--- src/rtl/debug_display_pkg.sv ---
// Shared definitions for the debug VGA overlay sequencer.
// Holds the 640x480@60 timing constants and derived totals, the capture FSM
// state type, and the field layout of the debug snapshot bus so the renderer
// can slice dbg_out consistently.
package debug_display_pkg;

    // Scan coordinate width (x and y)
    localparam int unsigned COORD_W = 11;

    // Horizontal timing in pixels
    localparam int unsigned H_VIS  = 640;
    localparam int unsigned H_FP   = 16;
    localparam int unsigned H_SYNC = 96;
    localparam int unsigned H_BP   = 48;
    localparam int unsigned H_TOT  = H_VIS + H_FP + H_SYNC + H_BP;

    // Vertical timing in lines
    localparam int unsigned V_VIS  = 480;
    localparam int unsigned V_FP   = 10;
    localparam int unsigned V_SYNC = 2;
    localparam int unsigned V_BP   = 33;
    localparam int unsigned V_TOT  = V_VIS + V_FP + V_SYNC + V_BP;

    // Debug snapshot bus layout, LSB first
    localparam int unsigned HEAP_LSB  = 0;
    localparam int unsigned HEAP_W    = 176;
    localparam int unsigned IFPC_LSB  = HEAP_LSB + HEAP_W;
    localparam int unsigned IFPC_W    = 16;
    localparam int unsigned IFIR_LSB  = IFPC_LSB + IFPC_W;
    localparam int unsigned IFIR_W    = 16;
    localparam int unsigned RIDX_LSB  = IFIR_LSB + IFIR_W;
    localparam int unsigned RIDX_W    = 16;
    localparam int unsigned EXRES_LSB = RIDX_LSB + RIDX_W;
    localparam int unsigned EXRES_W   = 16;
    localparam int unsigned MERES_LSB = EXRES_LSB + EXRES_W;
    localparam int unsigned MERES_W   = 16;
    localparam int unsigned DBG_W     = MERES_LSB + MERES_W;

    // Same layout as a packed payload (first member is the MSB end)
    typedef struct packed {
        logic [MERES_W-1:0] me_result;
        logic [EXRES_W-1:0] ex_result;
        logic [RIDX_W-1:0]  reg_idx;
        logic [IFIR_W-1:0]  if_ir;
        logic [IFPC_W-1:0]  if_pc;
        logic [HEAP_W-1:0]  reg_heap;
    } dbg_snap_t;

    // Capture FSM states
    typedef enum logic [1:0] {
        CAP_LIVE  = 2'd0,
        CAP_HOLD  = 2'd1,
        CAP_ARMED = 2'd2
    } cap_state_e;

endpackage

--- src/rtl/debug_display_sequencer_vga_timing_counter.sv ---
// Raster timing generator for the debug overlay.
// Ports: clk/rst (sync, active-high), pix_en pixel tick; outputs x/y scan
// coordinates, active-low hsync/vsync, active (visible area), frame_start
// (one-clk pulse on wrap to 0,0) and ce_c, a combinational strobe that is
// high in the cycle whose edge moves the raster to (0, V_VIS).
module vga_timing_counter
#(
    parameter int unsigned H_VIS  = debug_display_pkg::H_VIS,
    parameter int unsigned H_FP   = debug_display_pkg::H_FP,
    parameter int unsigned H_SYNC = debug_display_pkg::H_SYNC,
    parameter int unsigned H_BP   = debug_display_pkg::H_BP,
    parameter int unsigned V_VIS  = debug_display_pkg::V_VIS,
    parameter int unsigned V_FP   = debug_display_pkg::V_FP,
    parameter int unsigned V_SYNC = debug_display_pkg::V_SYNC,
    parameter int unsigned V_BP   = debug_display_pkg::V_BP
)
(
    input  logic                                 clk,
    input  logic                                 rst,
    input  logic                                 pix_en,
    output logic [debug_display_pkg::COORD_W-1:0] x,
    output logic [debug_display_pkg::COORD_W-1:0] y,
    output logic                                 hsync,
    output logic                                 vsync,
    output logic                                 active,
    output logic                                 frame_start,
    output logic                                 ce_c
);
    import debug_display_pkg::*;

    localparam int unsigned H_LEN    = H_VIS + H_FP + H_SYNC + H_BP;
    localparam int unsigned V_LEN    = V_VIS + V_FP + V_SYNC + V_BP;
    localparam int unsigned HS_START = H_VIS + H_FP;
    localparam int unsigned HS_END   = HS_START + H_SYNC;
    localparam int unsigned VS_START = V_VIS + V_FP;
    localparam int unsigned VS_END   = VS_START + V_SYNC;

    logic [COORD_W-1:0] x_q, x_d;
    logic [COORD_W-1:0] y_q, y_d;
    logic               hsync_q, hsync_d;
    logic               vsync_q, vsync_d;
    logic               active_q, active_d;
    logic               frame_start_q, frame_start_d;
    logic               x_last_c;
    logic               y_last_c;

    // Next raster position; sync/active derived from it so they move with x/y
    always_comb begin
        x_d           = x_q;
        y_d           = y_q;
        frame_start_d = 1'b0;
        x_last_c      = (x_q == COORD_W'(H_LEN - 1));
        y_last_c      = (y_q == COORD_W'(V_LEN - 1));
        ce_c          = pix_en && x_last_c && (y_q == COORD_W'(V_VIS - 1));

        if (pix_en) begin
            if (x_last_c) begin
                x_d = '0;
                if (y_last_c) begin
                    y_d           = '0;
                    frame_start_d = 1'b1;
                end else begin
                    y_d = y_q + COORD_W'(1);
                end
            end else begin
                x_d = x_q + COORD_W'(1);
            end
        end

        hsync_d  = !((x_d >= COORD_W'(HS_START)) && (x_d < COORD_W'(HS_END)));
        vsync_d  = !((y_d >= COORD_W'(VS_START)) && (y_d < COORD_W'(VS_END)));
        active_d = (x_d < COORD_W'(H_VIS)) && (y_d < COORD_W'(V_VIS));
    end

    // Raster registers; reset state corresponds to position (0,0)
    always_ff @(posedge clk) begin
        if (rst) begin
            x_q           <= '0;
            y_q           <= '0;
            hsync_q       <= 1'b1;
            vsync_q       <= 1'b1;
            active_q      <= 1'b1;
            frame_start_q <= 1'b0;
        end else begin
            x_q           <= x_d;
            y_q           <= y_d;
            hsync_q       <= hsync_d;
            vsync_q       <= vsync_d;
            active_q      <= active_d;
            frame_start_q <= frame_start_d;
        end
    end

    assign x           = x_q;
    assign y           = y_q;
    assign hsync       = hsync_q;
    assign vsync       = vsync_q;
    assign active      = active_q;
    assign frame_start = frame_start_q;

endmodule

--- src/rtl/debug_display_sequencer.sv ---
// Debug VGA overlay sequencer.
// Ports: clk/rst (sync, active-high), pix_en pixel tick, dbg_in live CPU
// debug bus, freeze (level) and step (pulse) capture control; outputs the
// raster signals from vga_timing_counter plus dbg_out (per-frame snapshot
// taken at the start of vertical blanking), snap_valid and step_ack.
module debug_display_sequencer
#(
    parameter int unsigned DBG_W  = debug_display_pkg::DBG_W,
    parameter int unsigned H_VIS  = debug_display_pkg::H_VIS,
    parameter int unsigned H_FP   = debug_display_pkg::H_FP,
    parameter int unsigned H_SYNC = debug_display_pkg::H_SYNC,
    parameter int unsigned H_BP   = debug_display_pkg::H_BP,
    parameter int unsigned V_VIS  = debug_display_pkg::V_VIS,
    parameter int unsigned V_FP   = debug_display_pkg::V_FP,
    parameter int unsigned V_SYNC = debug_display_pkg::V_SYNC,
    parameter int unsigned V_BP   = debug_display_pkg::V_BP
)
(
    input  logic             clk,
    input  logic             rst,
    input  logic             pix_en,
    input  logic [DBG_W-1:0] dbg_in,
    input  logic             freeze,
    input  logic             step,
    output logic [10:0]      x,
    output logic [10:0]      y,
    output logic             hsync,
    output logic             vsync,
    output logic             active,
    output logic             frame_start,
    output logic [DBG_W-1:0] dbg_out,
    output logic             snap_valid,
    output logic             step_ack
);
    import debug_display_pkg::*;

    cap_state_e       state_q, state_d;
    logic [DBG_W-1:0] dbg_out_q, dbg_out_d;
    logic             snap_valid_q, snap_valid_d;
    logic             step_ack_q, step_ack_d;
    logic             capture_c;
    logic             ce_c;

    vga_timing_counter #(
        .H_VIS  (H_VIS),
        .H_FP   (H_FP),
        .H_SYNC (H_SYNC),
        .H_BP   (H_BP),
        .V_VIS  (V_VIS),
        .V_FP   (V_FP),
        .V_SYNC (V_SYNC),
        .V_BP   (V_BP)
    ) u_timing (
        .clk         (clk),
        .rst         (rst),
        .pix_en      (pix_en),
        .x           (x),
        .y           (y),
        .hsync       (hsync),
        .vsync       (vsync),
        .active      (active),
        .frame_start (frame_start),
        .ce_c        (ce_c)
    );

    // Capture FSM: freeze beats a coincident capture; a step arms exactly one
    always_comb begin
        state_d      = state_q;
        dbg_out_d    = dbg_out_q;
        snap_valid_d = snap_valid_q;
        step_ack_d   = 1'b0;
        capture_c    = 1'b0;

        unique case (state_q)
            CAP_LIVE: begin
                if (freeze) begin
                    state_d = CAP_HOLD;
                end else if (ce_c) begin
                    capture_c = 1'b1;
                end
            end
            CAP_HOLD: begin
                if (!freeze) begin
                    state_d = CAP_LIVE;
                end else if (step) begin
                    state_d = CAP_ARMED;
                end
            end
            CAP_ARMED: begin
                if (!freeze) begin
                    state_d = CAP_LIVE;
                end else if (ce_c) begin
                    capture_c  = 1'b1;
                    step_ack_d = 1'b1;
                    state_d    = CAP_HOLD;
                end
            end
            default: begin
                state_d = CAP_LIVE;
            end
        endcase

        if (capture_c) begin
            dbg_out_d    = dbg_in;
            snap_valid_d = 1'b1;
        end
    end

    // FSM and snapshot registers
    always_ff @(posedge clk) begin
        if (rst) begin
            state_q      <= CAP_LIVE;
            dbg_out_q    <= '0;
            snap_valid_q <= 1'b0;
            step_ack_q   <= 1'b0;
        end else begin
            state_q      <= state_d;
            dbg_out_q    <= dbg_out_d;
            snap_valid_q <= snap_valid_d;
            step_ack_q   <= step_ack_d;
        end
    end

    assign dbg_out    = dbg_out_q;
    assign snap_valid = snap_valid_q;
    assign step_ack   = step_ack_q;

endmodule

--- config.mk ---
export PLATFORM = sky130hd
export DESIGN_NAME = debug_display_sequencer
export DESIGN_NICKNAME = d
export VERILOG_FILES = /design/src/rtl/debug_display_pkg.sv /design/src/rtl/debug_display_sequencer_vga_timing_counter.sv /design/src/rtl/debug_display_sequencer.sv
export SDC_FILE = /design/constraint.sdc
export NUM_CORES = 1
export LEC_CHECK = 0
export CAP_MARGIN = 20
export CORE_AREA = 2 2 209 211
export CTS_CLUSTER_SIZE = 24
export DETAILED_ROUTE_END_ITERATION = 16
export DIE_AREA = 0 0 211 213
export SKIP_LAST_GASP = 1
export SLEW_MARGIN = 5
export SYNTH_ARGS = -nofsm -noshare
export SYNTH_HDL_FRONTEND = slang
export SYNTH_SLANG_ARGS = --single-unit
--- constraint.sdc ---
create_clock -name clk -period 2.7 [get_ports clk]
set_clock_uncertainty 0.2 [all_clocks]
set_input_delay 0.405 -clock clk [delete_from_list [all_inputs] [get_ports clk]]
set_output_delay 0.405 -clock clk [all_outputs]
set_load 0.005 [all_outputs]
==> metrics.md, run 1 <==
| Metric | Value |
|---|---|
| Minimum clock period | `between 2 and 3 ns` |
| CTS Hold Buffers Added | `0` |
| Layout area overhead | `71.7%` |
| Commonest register cell after synthesis | `dfxtp_1` |
| Number of buffers created by CTS | `34` |
| CTS sink count | `286` |
| Final ANT Viol Nets | `0` |
| Post-route DRC | `0` |
| Grt ovf | `0` |
| Register area share after synthesis | `a little under three fifths` |
| Post-cts resize count | `0` |
| Site Rows | `76` |
| WP data required | `~2.9 ns` |
| Number of port buffers | `544` |
| Total power | `9.72 mW` |
| Grt met1 use | `between 10% and 20%` |
| WL final | `37.8 mm` |
| Routed vias/inst | `4.38` |
| Grt met3 use | `between 4 and 5%` |
| Setup Crit Path Kind | `reg -> reg` |
| Share of layout cells above drive strength 1 | `5.63%` |
| CTS root buffer | `clkbuf_16` |
| Hold_ws | `0.193 ns` |
| Global-route wire length before repair | `around 57 mm` |
| Final WS setup | `0.106 ns` |
| Met2 Use GR | `about a quarter` |
| Largest net degree at the start of global routing | `110` |
| Starting density of the core | `24.1%` |
| GRT Util Overall | `16.0%` |
| Dpl ws | `-0.145 ns` |
| CORE AREA | `0.0427 sq mm` |
| Routed WL per cell | `15.8 microns` |
| Count of pins over their slew limit | `0` |
| DIE HEIGHT | `around 210 microns` |
| Worst skew pair latency | `approximately 0.52 ns` |
| ANT cells | `0` |
| Die W | `211 microns` |
| Post-synth EDFFs | `0` |
| Final setup viols | `0` |
| Postcts setup bufs | `0` |
| Placed Cells | `2,334` |
| RSZ-0062 raised after global routing | `no` |
| Arrival @ worst endpoint | `between 2 and 3 ns` |
| Async S/R FF share, synth | `0%` |
| Total Die Area | `0.0449 sq mm` |
| Commonest non-fill, non-tap cell in the layout | `clkdlybuf4s50_1` |
| Hpwl dp | `roughly 27 mm` |
| Slew Limit Headroom | `60.1%` |
| Fmax | `386 MHz` |
| Synthesized area | `between 0.01 and 0.015 sq mm` |
| Avg Cell Area, Syn | `slightly below 8 sq um` |
| Syn nets | `between 1,500 and 2,000` |
| Total number of H-tree levels | `2` |
| R2r setup slk | `0.11 ns` |
| Setup TNS | `0 ns` |
| Worst Hold Class | `in -> reg` |
| Status | `finished, final reports clean` |
| Leak pwr | `5.95 nW` |
| Crit. End Element | `flop` |
| Actual slew at the worst max-slew pin | `roughly 0.60 ns` |
| Critical path fanouts, max | `105` |
| Final hold violations | `0` |
| Seq cells post-synth | `286` |
| CTS tree | `built` |
| Iteration-0 DRC Markers | `736` |
| GPL Wtd Cong | `roughly 0.81` |
| Layout net count | `2,088` |
| Vias in the first global route | `10,100` |
| Most frequent cells in the layout | `543 x clkdlybuf4s50_1, 528 x nand2_1, 286 x dfxtp_1` |
| Count of max-cap constraint violations | `0` |
| Unique masters post-synth | `between 40 and 50` |
| GRT Max-Usage Layer | `met2` |
| Synth warn | `0` |
| Worst setup SP type | `flop` |
| Post-Synthesis Cells | `1,291` |
| CTS max path bufs | `3` |
| Final cell count without fillers | `approximately 2,400` |
| Vias | `10,500` |
| Drt pass-1 iters | `4` |
| Tcrit/Tclk final | `between 90% and 100%` |
| I/O pin cnt | `545` |
| Max VDD drop | `0.555 mV` |
| Worst-path clk slew | `0.06 ns` |
| Fillcell total | `4,216` |
| Antenna violations before repair | `1` |
| Pwr dens | `551 mW/mm^2` |
==> metal layers <==
layer	part of all wire, %	wire (microns)	up-vias
met1	42	15900	4814
met4	2.9	1080	2
met3	7.8	2960	61
met5	0.034	13	-
li1	-	-	5245
met2	47	17800	375
==> final timing paths <==
| path | start | end | cells past startpoint |
|---|---|---|---|
| setup / recovery | u_timing.x[0] | dbg_out[24] | 9 |
| hold / removal | rst | dbg_out[32] | 2 |
| setup reg to reg | u_timing.x[0] | dbg_out[24] | 9 |
| hold reg to reg | dbg_out[46] | dbg_out[46] | 2 |
==> layout make-up <==
type                       instances  area (sq um)  share of cell area [%]
timing repair buffer             589          5890                    33.4
sequential                       286          5730                    32.5
inverter                           6          22.5                   0.128
multi-input combinational        907          4090                    23.2
clock buffer                      52          1060                    6.02
tap                              546           683                    3.87
clock inverter                     8           169                   0.958
==> state kept, by name, indices dropped and copies added, names as in the netlist, 2 cells and up <==
signal / flops
u_timing.x: 11
u_timing.y: 11
dbg_out: 256
state_q: 2
==> metrics by stage <==
step | utilization [%] | instance area, sq um
after floorplan | - | 10300
after global placement | 38.4 | 16400
after detailed placement | 38.4 | 16400
after CTS | 41.3 | 17600
after global routing | 41.3 | 17600
final | 41.3 | 17600
==> worst max-delay path, stage by stage (launching register included) <==
cell and delay, ns:
dfxtp_1 0.40, ha_1 0.20, and3_1 0.24, nand4_1 0.16, nor4_1 0.31, buf_4 0.18, nand2b_4 0.10, buf_12 0.20
nand2_1 0.20, a21oi_1 0.08
==> synthesized netlist by cell type (all sizes together) (4+ instances only) <==
master    n  area (sq um)
nor4      4          46.3
nand3     5          25.0
xnor2     9          78.8
and3      6          37.5
inv       6          22.5
nand4     7          43.8
buf      29           210
dfxtp   286          5730
nor3     14          70.1
xor2     10          87.6
clkbuf   63           236
a21oi   264          1320
nand2   529          1990
nor2     22          82.6
and2      5          31.3
==> cell families (layout without fill, tap and decap cells) <==
| logic type | count (synthesis) | in the layout | share of synthesized area, % |
|---|---|---|---|
| xor+xnor | 19 | 19 | 1.62 |
| fa+ha+maj | 3 | 3 | 0.365 |
| simple gates | 605 | 605 | 23.6 |
| flops | 286 | 286 | 55.7 |
| buf+inv | 98 | 655 | 4.57 |
| mux | 2 | 2 | 0.195 |
| compound gates | 278 | 278 | 13.9 |
==> power breakdown <==
part,internal (mW),total [mW],switching (mW)
Sequential,4.22,4.23,0.00616
Clock,3.19,4.99,1.81
Combinational,0.353,0.496,0.143
Note: power is estimated with default switching activity, not from simulation.
==> run 2: changes to the inputs <==
--- a/config.mk
+++ b/config.mk
@@ -5,11 +5,13 @@
 export SDC_FILE = /design/constraint.sdc
 export NUM_CORES = 1
 export LEC_CHECK = 0
-export CAP_MARGIN = 20
-export CORE_AREA = 2 2 209 211
+export CELL_PAD_IN_SITES_DETAIL_PLACEMENT = 0
+export CELL_PAD_IN_SITES_GLOBAL_PLACEMENT = 1
+export CORE_AREA = 5 5 207 209
 export CTS_CLUSTER_SIZE = 24
 export DETAILED_ROUTE_END_ITERATION = 16
-export DIE_AREA = 0 0 211 213
+export DIE_AREA = 0 0 212 214
+export PLACE_DENSITY_LB_ADDON = 0.1
 export SKIP_LAST_GASP = 1
 export SLEW_MARGIN = 5
 export SYNTH_ARGS = -nofsm -noshare
==> run 2 against run 1 <==
  * Critical path depth is the same
  * Total power decreased by 2.4%
  * Wire length rose by 17%
  * Sequential power is essentially flat
  * Combinational power about the same
  * First-iteration DRC count decreased by 23%
  * Largest power group unchanged
  * Via count rose by 0.38%
  * Core utilization increased by 1.9 points
  * Largest cell class unchanged
  * Die area increased by 0.95%
  * Clock-buffer cell count grew 1
  * Maximum frequency grew 4.3%
==> metrics.md, run 2 (synthesis results as in run 1) <==
| Metric | Value |
|---|---|
| Routed WL per cell | `18.6 microns (+18%)` |
| Postcts setup bufs | `0 (unchanged)` |
| Number of buffers created by CTS | `36 (+5.9%)` |
| Placed Instance Area | `0.0164 sq mm (-0.17%)` |
| Count of pins over their slew limit | `0 (unchanged)` |
| Worst Hold Class | `in -> reg` |
| Vias | `10,500 (+0.38%)` |
| R2r setup slk | `0.21 ns (+0.11 ns)` |
| Final Instance Area | `0.0176 sq mm (-0.46%)` |
| Critical-path cell list | `ha_1 > and3_1 > and4_2 > nand2_2 > nor4_4 > buf_6 > buf_4 > nand2_1 > a21oi_1` |
| Leak pwr | `5.91 nW (-0.69%)` |
| Starting density of the core | `25.3% (+1.2 points)` |
| Minimum clock period | `2.49 ns (-0.106 ns)` |
| Count of max-cap constraint violations | `0 (unchanged)` |
| Number of port buffers | `544 (unchanged)` |
| Layout net count | `2,087 (-0.048%)` |
| Worst-path clk slew | `0.06 ns (about the same)` |
| Final ANT Viol Nets | `0 (unchanged)` |
| Final setup viols | `0 (unchanged)` |
| DIE HEIGHT | `214 microns (+0.47%)` |
| Switch Pwr | `1.96 mW (+0.17%)` |
| Pwr dens | `540 mW/mm^2 (-2.0%)` |
| Status | `finished, final reports clean` |
| Total Die Area | `0.0454 sq mm (+0.95%)` |
| Tcrit/Tclk final | `92.2% (-3.9 points)` |
| Arrival @ worst endpoint | `2.74 ns (-0.03 ns)` |
| CTS max path bufs | `3 (unchanged)` |
| Actual slew at the worst max-slew pin | `0.724 ns (+0.126 ns)` |
| Die W | `212 microns (+0.47%)` |
| Worst setup SP type | `flop` |
| Iteration-0 DRC Markers | `569 (-23%)` |
| Sequential Power Share | `44.6% (+1.1 points)` |
| WP data required | `2.95 ns (+0.07 ns)` |
| Number of flip-flops in the largest register | `256 (unchanged)` |
| GPL Wtd Cong | `0.815 (+0.62%)` |
| Slew Limit Headroom | `51.4% (-8.8 points)` |
| Vias in the first global route | `10,300 (+1.5%)` |
| Worst path bufs/invs | `2 (unchanged)` |
| WL final | `44.3 mm (+17%)` |
| Drt pass-1 iters | `6 (+2)` |
| Antenna violations before repair | `5 (+4)` |
| CTS root buffer | `clkbuf_16` |
| Site Rows | `74 (-2.6%)` |
| P_int | `7.52 mW (-3.1%)` |
| Worst skew pair latency | `0.52 ns (about the same)` |
| Most frequent cells in the layout | `543 x clkdlybuf4s50_1, 528 x nand2_1, 286 x dfxtp_1` |
| Net Sw Frac | `20.7% (+0.54 points)` |
| Post-route DRC | `0 (unchanged)` |
| Clock share of power | `50.1% (-1.3 points)` |
| Crit. End Element | `flop` |
| I/O pin cnt | `545 (unchanged)` |
| Critical path fanouts, max | `18 (-83%)` |
| CORE AREA | `0.0406 sq mm (-4.8%)` |
| Fillcell total | `4,123 (-2.2%)` |
| GRT Util Overall | `18.4% (+2.4 points)` |
| Fmax | `402 MHz (+4.3%)` |
| Layout area overhead | `70.9%` |
| Global-route wire length before repair | `64.8 mm (+14%)` |
| Total number of H-tree levels | `2 (unchanged)` |
| Max stage delay on crit path | `0.41 ns (about the same)` |
| Share of layout cells above drive strength 1 | `5.48% (-0.14 points)` |
| CTS sink count | `286 (unchanged)` |
| Combinational power share | `5.2% (about the same)` |
| Total power | `9.48 mW (-2.4%)` |
| Largest net degree at the start of global routing | `89 (-19%)` |
| Final hold violations | `0 (unchanged)` |
| Worst path slowest cell | `dfxtp_1` |
| Commonest non-fill, non-tap cell in the layout | `clkdlybuf4s50_1` |
| Setup Crit Path Kind | `reg -> reg` |
| CTS tree | `built` |
| Hpwl dp | `32.8 mm (+21%)` |
| Grt ovf | `0 (unchanged)` |
| RSZ-0062 raised after global routing | `yes` |
| Max VDD drop | `0.371 mV (-33%)` |
| Routed vias/inst | `4.43 (+1.1%)` |
| Delay-heaviest family, CP | `simple AND/OR/NAND/NOR gates` |
-- run 2: changes by cell type in the layout (fill, tap and decap cells not counted), moves of 2 or more --
cell | before | now
buf_4 | 37 | 31
buf_6 | 0 | 2
bufinv_16 | 5 | 2
clkbuf_8 | 9 | 11
diode_2 | 0 | 3
-- run 2: metrics by stage --
step / hold WS [ns] / setup TNS (ns) / cells / worst slack [ns] / util [%]
floorplan: 0.248 / 0 / 1291 / 0.292 / -
global placement: 0.237 / -9.31 / 2317 / -0.117 / 40.3
detailed placement: 0.242 / -22.81 / 2317 / -0.170 / 40.3
CTS: 0.176 / 0 / 2374 / 0.108 / 43.1
global route: 0.198 / -0.0814 / 2377 / -0.0166 / 43.2
finish: 0.190 / 0 / 2377 / 0.212 / 43.2
-- run 2: worst reg2reg max path: stages, from the launching register on --
cell     delay (ns)
dfxtp_1        0.41
ha_1           0.19
and3_1         0.21
and4_2         0.32
nand2_2        0.10
nor4_4         0.27
buf_6          0.22
buf_4          0.26
nand2_1        0.08
a21oi_1        0.14
-- run 2: metal layers --
metal	wire (microns)	up-vias	GRT usage (%)
li1	-	5248	-
met5	11	-	0
met3	4320	57	7.92
met2	21600	348	31.3
met4	924	2	5.54
met1	17400	4882	20.8
-- run 2: cell type report --
type	instances	area, sq um	share of cell area [%]
Tap cell	532	666	3.79
Antenna cell	3	7.51	0.0428
Multi-Input combinational cell	907	4090	23.3
Inverter	6	22.5	0.128
Clock buffer	53	1090	6.19
Sequential cell	286	5730	32.6
Clock inverter	4	70.1	0.399
Timing Repair Buffer	586	5880	33.5
-- run 2: power groups by stage --
stage / Sequential [mW] / Combinational, mW / Clock, mW
finish: 4.23 / 0.495 / 4.76
global route: 4.23 / 0.526 / 5.09
CTS: 4.23 / 0.502 / 4.94
detailed placement: 4.32 / 0.497 / 0
global placement: 4.32 / 0.498 / 0
floorplan: 4.32 / 0.0713 / 0
-- run 2: what timing repair did --
action                     4_1_cts  5_1_grt
setup endpoints to repair        0      141
gates resized for setup          0        4
hold buffers                     0        0
-- run 2: final timing paths --
check	cells past startpoint	startpoint	end
worst max-delay path	9	u_timing.x[0]	dbg_out[238]
worst min-delay path	2	rst	dbg_out[230]
worst max register to register	9	u_timing.x[0]	dbg_out[238]
worst min register to register	2	dbg_out[51]	dbg_out[51]
